===== config.mk =====
export PLATFORM = sky130hd
export DESIGN_NAME = vga_frame_reader
export DESIGN_NICKNAME = d
export VERILOG_FILES = /design/src/rtl/vga_frame_reader.sv
export SDC_FILE = /design/constraint.sdc
export NUM_CORES = 1
export LEC_CHECK = 0
export CAP_MARGIN = 20
export CORE_UTILIZATION = 30
export DETAILED_ROUTE_END_ITERATION = 10
export SLEW_MARGIN = 20
export SYNTH_ARGS = -nofsm -noshare
export SYNTH_HDL_FRONTEND = slang
export SYNTH_SLANG_ARGS = --single-unit

===== constraint.sdc =====
create_clock -name clk -period 1.7 [get_ports clk]
set_input_delay 0.17 -clock clk [delete_from_list [all_inputs] [get_ports clk]]
set_output_delay 0.17 -clock clk [all_outputs]
set_load 0.01 [all_outputs]

===== src/rtl/vga_frame_reader.sv =====
// vga_frame_reader: display-side client of the double-buffered frame store.
// Generates VGA timing, streams linear read addresses for the display half,
// re-aligns returned pixels with delayed sync/DE, and flips the buffer-select
// flag only at the start of vertical blanking once the drawer reports a frame.
module vga_frame_reader #(
    parameter int H_ACTIVE = 640,
    parameter int H_FP     = 16,
    parameter int H_SYNC   = 96,
    parameter int H_BP     = 48,
    parameter int V_ACTIVE = 480,
    parameter int V_FP     = 10,
    parameter int V_SYNC   = 2,
    parameter int V_BP     = 33,
    parameter int RD_LAT   = 2,
    parameter int DATA_W   = 12
) (
    input  logic              clk,
    input  logic              reset,
    input  logic              frame_ready,
    input  logic [DATA_W-1:0] mem_rdata,
    output logic [18:0]       vga_addr,
    output logic              swap,
    output logic              frame_ack,
    output logic              hsync,
    output logic              vsync,
    output logic              de,
    output logic [DATA_W-1:0] rgb
);

    localparam int H_TOTAL = H_ACTIVE + H_FP + H_SYNC + H_BP;
    localparam int V_TOTAL = V_ACTIVE + V_FP + V_SYNC + V_BP;
    localparam int HW      = $clog2(H_TOTAL);
    localparam int VW      = $clog2(V_TOTAL);

    localparam logic [HW-1:0] H_LAST = HW'(H_TOTAL - 1);
    localparam logic [HW-1:0] H_ACT  = HW'(H_ACTIVE);
    localparam logic [HW-1:0] HS_BEG = HW'(H_ACTIVE + H_FP);
    localparam logic [HW-1:0] HS_END = HW'(H_ACTIVE + H_FP + H_SYNC);

    localparam logic [VW-1:0] V_LAST = VW'(V_TOTAL - 1);
    localparam logic [VW-1:0] V_ACT  = VW'(V_ACTIVE);
    localparam logic [VW-1:0] VS_BEG = VW'(V_ACTIVE + V_FP);
    localparam logic [VW-1:0] VS_END = VW'(V_ACTIVE + V_FP + V_SYNC);

    // Last pixel address of the visible area; the address counter wraps here.
    localparam logic [18:0] ADDR_LAST = 19'(H_ACTIVE * V_ACTIVE - 1);

    typedef enum logic {
        IDLE    = 1'b0,
        PENDING = 1'b1
    } state_t;

    logic [HW-1:0]     h_cnt;
    logic [VW-1:0]     v_cnt;
    logic              fetch_act;
    logic              hsync_raw;
    logic              vsync_raw;
    logic              swap_point;
    logic [RD_LAT-1:0] de_pipe;
    logic [RD_LAT-1:0] hs_pipe;
    logic [RD_LAT-1:0] vs_pipe;
    logic              rgb_gate;
    state_t            state;
    state_t            state_next;
    logic              do_swap;

    // Fetch-domain decodes straight off the raster counters.
    assign fetch_act  = (h_cnt < H_ACT) && (v_cnt < V_ACT);
    assign hsync_raw  = !((h_cnt >= HS_BEG) && (h_cnt < HS_END));
    assign vsync_raw  = !((v_cnt >= VS_BEG) && (v_cnt < VS_END));
    // First pixel of the first blank line: the delayed DE of the last visible
    // pixel has long drained, so flipping halves here can never tear a frame.
    assign swap_point = (v_cnt == V_ACT) && (h_cnt == '0);

    // Raster counters: h wraps every line, v advances on each h wrap.
    always_ff @(posedge clk or posedge reset) begin
        if (reset) begin
            h_cnt <= '0;
            v_cnt <= '0;
        end else if (h_cnt == H_LAST) begin
            h_cnt <= '0;
            v_cnt <= (v_cnt == V_LAST) ? '0 : v_cnt + 1'b1;
        end else begin
            h_cnt <= h_cnt + 1'b1;
        end
    end

    // Read address as a plain counter stepped on visible pixels; it parks on
    // the next line's start during hblank and on 0 after the last pixel.
    always_ff @(posedge clk or posedge reset) begin
        if (reset) begin
            vga_addr <= '0;
        end else if (fetch_act) begin
            vga_addr <= (vga_addr == ADDR_LAST) ? '0 : vga_addr + 19'd1;
        end
    end

    // Delay lines carrying DE and syncs across the memory read latency.
    always_ff @(posedge clk or posedge reset) begin
        if (reset) begin
            de_pipe <= '0;
            hs_pipe <= '1;
            vs_pipe <= '1;
        end else begin
            de_pipe[0] <= fetch_act;
            hs_pipe[0] <= hsync_raw;
            vs_pipe[0] <= vsync_raw;
            for (int i = 1; i < RD_LAT; i++) begin
                de_pipe[i] <= de_pipe[i-1];
                hs_pipe[i] <= hs_pipe[i-1];
                vs_pipe[i] <= vs_pipe[i-1];
            end
        end
    end

    // The rgb register is loaded one cycle ahead of DE, so it is gated by
    // the delay-line stage just before the output stage.
    if (RD_LAT == 1) begin : g_gate_direct
        assign rgb_gate = fetch_act;
    end else begin : g_gate_pipe
        assign rgb_gate = de_pipe[RD_LAT-2];
    end

    assign de    = de_pipe[RD_LAT-1];
    assign hsync = hs_pipe[RD_LAT-1];
    assign vsync = vs_pipe[RD_LAT-1];

    // Pixel output register, blanked outside the active area.
    always_ff @(posedge clk or posedge reset) begin
        if (reset) begin
            rgb <= '0;
        end else begin
            rgb <= rgb_gate ? mem_rdata : '0;
        end
    end

    // Swap FSM state register.
    always_ff @(posedge clk or posedge reset) begin
        if (reset) begin
            state <= IDLE;
        end else begin
            state <= state_next;
        end
    end

    // Swap FSM next state: a finished frame is remembered until the swap point.
    always_comb begin
        state_next = state;
        case (state)
            IDLE: begin
                if (frame_ready && !swap_point) begin
                    state_next = PENDING;
                end
            end
            PENDING: begin
                if (swap_point) begin
                    state_next = IDLE;
                end
            end
            default: state_next = IDLE;
        endcase
    end

    // Swap FSM output: a request arriving exactly at the swap point counts too.
    always_comb begin
        do_swap = swap_point && ((state == PENDING) || frame_ready);
    end

    // Buffer-select flag and its one-cycle acknowledge.
    always_ff @(posedge clk or posedge reset) begin
        if (reset) begin
            swap      <= 1'b0;
            frame_ack <= 1'b0;
        end else begin
            swap      <= swap ^ do_swap;
            frame_ack <= do_swap;
        end
    end

endmodule


Word-level counts from Yosys, hierarchy flattened

Index checks and enable logic that the tools add are counted.
Widths: inputs -> output; s select.

Reductions and logical operators: 11
Equal/unequal tests: 4
Bitwise logic cells: 2
$lt $le $gt $ge: 6
Add/sub/neg operators: 3
Mux-type cells: 7

Operators by type and width:

| operator              | count |
|---|---|
| $add 10x1->10 const B | 2 |
| $eq 10x10->1 const B  | 2 |
| $lt 10x10->1 const B  | 2 |
| $lt 10x9->1 const B   | 2 |
| $mux 10               | 2 |
| $add 19x1->19 const B | 1 |
| $eq 19x19->1 const B  | 1 |
| $mux 19               | 1 |
| $mux 12               | 1 |
| $eq 10x9->1 const B   | 1 |
| $ge 10x10->1 const B  | 1 |
| $ge 10x9->1 const B   | 1 |
| $logic_not 10->1      | 1 |
| $logic_and 1x1->1     | 6 |
| $logic_not 1->1       | 3 |
| $mux 1                | 2 |
| $pmux 1 s2            | 1 |
| $logic_or 1x1->1      | 1 |
| $not 1->1             | 1 |
| $xor 1x1->1           | 1 |

Bits in registers: 60

Depth between registers and ports, before layout

Gate-level depths: netlist (run 1).

Word-level depth: 6
Gate-level depth with buffers: 7

Least setup slack after synthesis (run 1)

OpenSTA, ideal clock, no wires.

Kind: register -> register
Start: reg v_cnt[5]
End: reg vga_addr[11]
Stages on the path, launching flop included: 7
Clock period less this slack: 1.915 ns
Buffers on the path: 2
Path slack: -0.215 ns
Setup time: 0.078 ns
Required time: 1.622 ns
Arrival time: 1.837 ns
Cells stage by stage: dfrtp_1 > buf_6 > a41o_1 > or3_4 > buf_6 > or4_1 > a21oi_1

Longest elaborated chain between the ends: 2

RTL lines:

| item                     | RTL line | RTL |
|---|---|---|
| start: declaration       | 54       | `logic [VW-1:0] v_cnt;` |
| start signal: assignment | 82       | `v_cnt <= (v_cnt == V_LAST) ? '0 : v_cnt + 1'b1;` |
| $lt 10x9->1              | 68       | `assign fetch_act = (h_cnt < H_ACT) && (v_cnt < V_ACT);` |
| $logic_and 1x1->1        | 68       |  |
| end signal: assignment   | 94       | `vga_addr <= (vga_addr == ADDR_LAST) ? '0 : vga_addr + 19'd1;` |
| end: declaration         | 21       | `output logic [18:0] vga_addr,` |

No other way between the ends.
A chain may end at the register's enable or synchronous reset.

Worst setup path after layout (run 1)

Same ends and word-level chain as after synthesis.

==> impl_metrics.csv, run 1 <==
group,metric,value,unit
die,start_util,0.312,
global_routing,track_usage,0.143,
synth,synth_area_leaders,"dfrtp_1 51%, dfstp_2 3.8%, nand3_1 3.8%, xnor2_1 3.8%, xor2_1 3.5%",
final_layout,area_growth,50.2,%
global_routing,grt_pass1_wl,10800,um
synth,synth_top_area_share,0.512,
die,core_region_area,0.00876,sq mm
synth,yosysMostFrequentCell,"dfrtp_1",
clock_tree,cts_root_buf,"clkbuf_8",
worst_setup_path,crit_family,"simple AND/OR/NAND/NOR gates",
placement,io_buffers,50,
timing,setup_slack,21.5,ps
route,vias_per_cell,4.78,
die,die_h,97.5,um
route,drt-total-wl,6420,um
route,wire_per_inst,13.5,um
clock_tree,cts_tree,"done",
final_layout,final_nets,383,
power,power_density,722,mW/mm^2
synth,synth_top_area_cell,"dfrtp_1",
worst_setup_path,critPathMaxStageDelay,430,ps
final_layout,diodes,0,
power,finalPower,0.00297,W
synth,synth_edf_count,0,
route,drtIter0Drc,69,
timing,finalHoldViolCount,0,
synth,synth_cells,259,
final_layout,final_util,0.469,
power,ir_drop,0.000478,V
clock_tree,cts_buffer_depth,2,
clock_tree,cts_buffers,9,
worst_setup_path,startpoint_type,"flip-flop",
final_layout,stdcell_count,476,
synth,syn-cell-area,0.00274,sq mm
timing,worstMarginPinSlew,446,ps
synth,yosysSeqAreaShare,0.551,
clock_tree,path_clk_slew,70,ps
clock_tree,clock_latency,340,ps
power,p_leak,1.79,nW
final_layout,final_layout_size_suffix_gt1_frac,0.269,
die,pin_count,51,
placement,dp_hpwl,4420,um
timing,period_needed,1680,ps
synth,syn_avg_cell_area,10.6,sq um
timing,layout_worst_path_cycle_share,0.987,
synth,synth_cell_types,38,
placement,dp.cells,455,
placement,dpl_cell_area,0.00371,sq mm
global_routing,grt_pass1_vias,2305,
global_routing,antenna_found_initial,0,
worst_setup_path,critical_path_class,"reg -> reg",
worst_setup_path,cp_max_fo,6,
worst_setup_path,cp_cell_sequence,"a41o_1 > or3_4 > or4_4 > a21oi_2",
timing,fmax,596,MHz
die,die_w,97.5,um
die,die_area,0.00951,sq mm
outcome,status,"finished clean",
clock_tree,hold_buffers,0,
route,postRouteAntennaNets,0,
synth,synth_top_cells_by_count,"56 x dfrtp_1, 21 x nand3_1, 18 x nand2_1",
timing,slew_viol_final,0,
timing,rsz0062_at_grt,"true",
final_layout,final_cell_area,0.00411,sq mm
clock_tree,h-tree-depth,3,
worst_setup_path,arrival,1950,ps
worst_hold_path,hp-class,"in -> async",
synth,ys_ff_latch,60,
worst_setup_path,timing.critical_path.buf_inv,0,
flow_run,maxCapViolCount,0,
timing,skew,8.84,ps
global_routing,globalRouteOverflowTotal,0,
placement,dp_slack,-16.1,ps
synth,ys_async_sr_fraction,1.00,
worst_setup_path,cp_slowest_cell,"or4_4",
synth,synth_ff_type,"dfrtp_1",
worst_setup_path,end_kind,"flip-flop",
placement,gp_congestion,0.793,
clock_tree,clock-sinks,60,
die,fp-row-count,34,
synth,yosys_warnings,0,
worst_setup_path,crit_required,1970,ps
global_routing,grt_max_degree,31,
timing,setup_viol,0,
timing,relSlewSlack,0.702,
route,firstDrtPassIters,4,
synth,synth_nets,279,
route,num_vias,2275,
route,drc,0,
-- power breakdown --
part	switching, W	internal, W
sequential	0.00000450	0.00144
combinational	0.0000493	0.0000678
clock	0.000576	0.000825
total	0.000630	0.00234
-- cells by family (layout without fill, tap and decap cells) --
group                      count (synthesis)  after routing  share of synthesized area
muxes                                      2              2                    0.00777
and+or+nand+nor                          118            119                      0.235
DFF                                       60             60                      0.551
buffers and inverters                     20            128                     0.0334
xor gates and xnor gates                  23             23                     0.0736
adders and majority gates                  5              5                     0.0229
AOI/OAI and AO/OA                         31             31                     0.0764
-- metal layers --
metal	GRT usage	wire length (um)	share of wire	vias to the layer above
li1	-	-	-	1133
met1	0.188	3070	0.48	1091
met2	0.221	3020	0.47	42
met3	0.0396	227	0.035	9
met4	0.0588	100	0.016	0
met5	0	0	0	-
-- registers in the layout (all words and copies together), names as in the netlist --
| signal | cells |
|---|---|
| vga_addr | 19 |
| rgb | 12 |
| h_cnt | 10 |
| v_cnt | 10 |
| de_pipe | 2 |
| hs_pipe | 2 |
| vs_pipe | 2 |
| frame_ack | 1 |
| state | 1 |
| swap | 1 |
-- area by class of cell --
cell class	instances	area, sq um
fill	827	4650
clock buffer	10	128
clock inverter	6	88.8
sequential	60	1510
timing repair buffer	101	908
inverter	11	41.3
multi-input combinational	180	1300
tap	108	135
-- worst paths after layout --
check | depth (start not counted) | to | slack [ps] | start
hold reg to reg | 0 | hs_pipe[1] | 360 | hs_pipe[0]
setup reg to reg | 4 | vga_addr[11] | 20 | v_cnt[5]
setup / recovery | 4 | vga_addr[11] | 20 | v_cnt[5]
max in group asynchronous | 3 | de_pipe[1] | 1000 | reset
hold / removal | 2 | h_cnt[4] | 160 | reset
min in group clk | 0 | hs_pipe[1] | 360 | hs_pipe[0]
-- layout by cell type, fill, tap and decap left out, drive strengths merged, types with 10 or more instances in the layout --
cell type and n:
clkbuf 10, clkdlybuf4s50 50, buf 51, xnor2 12, nand2 18, nor3 12
nor2 15, xor2 11, dfrtp 56, and2 13, nand3 21, inv 11
-- through the flow --
stage	setup TNS, ps	hold WS, ps
6_report	0	157
5_1_grt	-335	175
4_1_cts	0	159
3_5_place_dp	-36.5	347
3_3_place_gp	0	347
2_1_floorplan	-107	304
-- what timing repair did --
action / 4_1_cts / 5_1_grt
resized for setup: 2 / 30
pin swaps: 2 / 6
setup buffers: 2 / 1
cloned: 0 / 2
setup endpoints to repair: 6 / 19
Power figures use the tool's default switching activity.
==> run 2, diff against run 1 <==
- CTS_CLUSTER_DIAMETER: unset -> 100
==> results of run 2 <==
The final DEF is identical to that of run 1; final timing and power are the same.
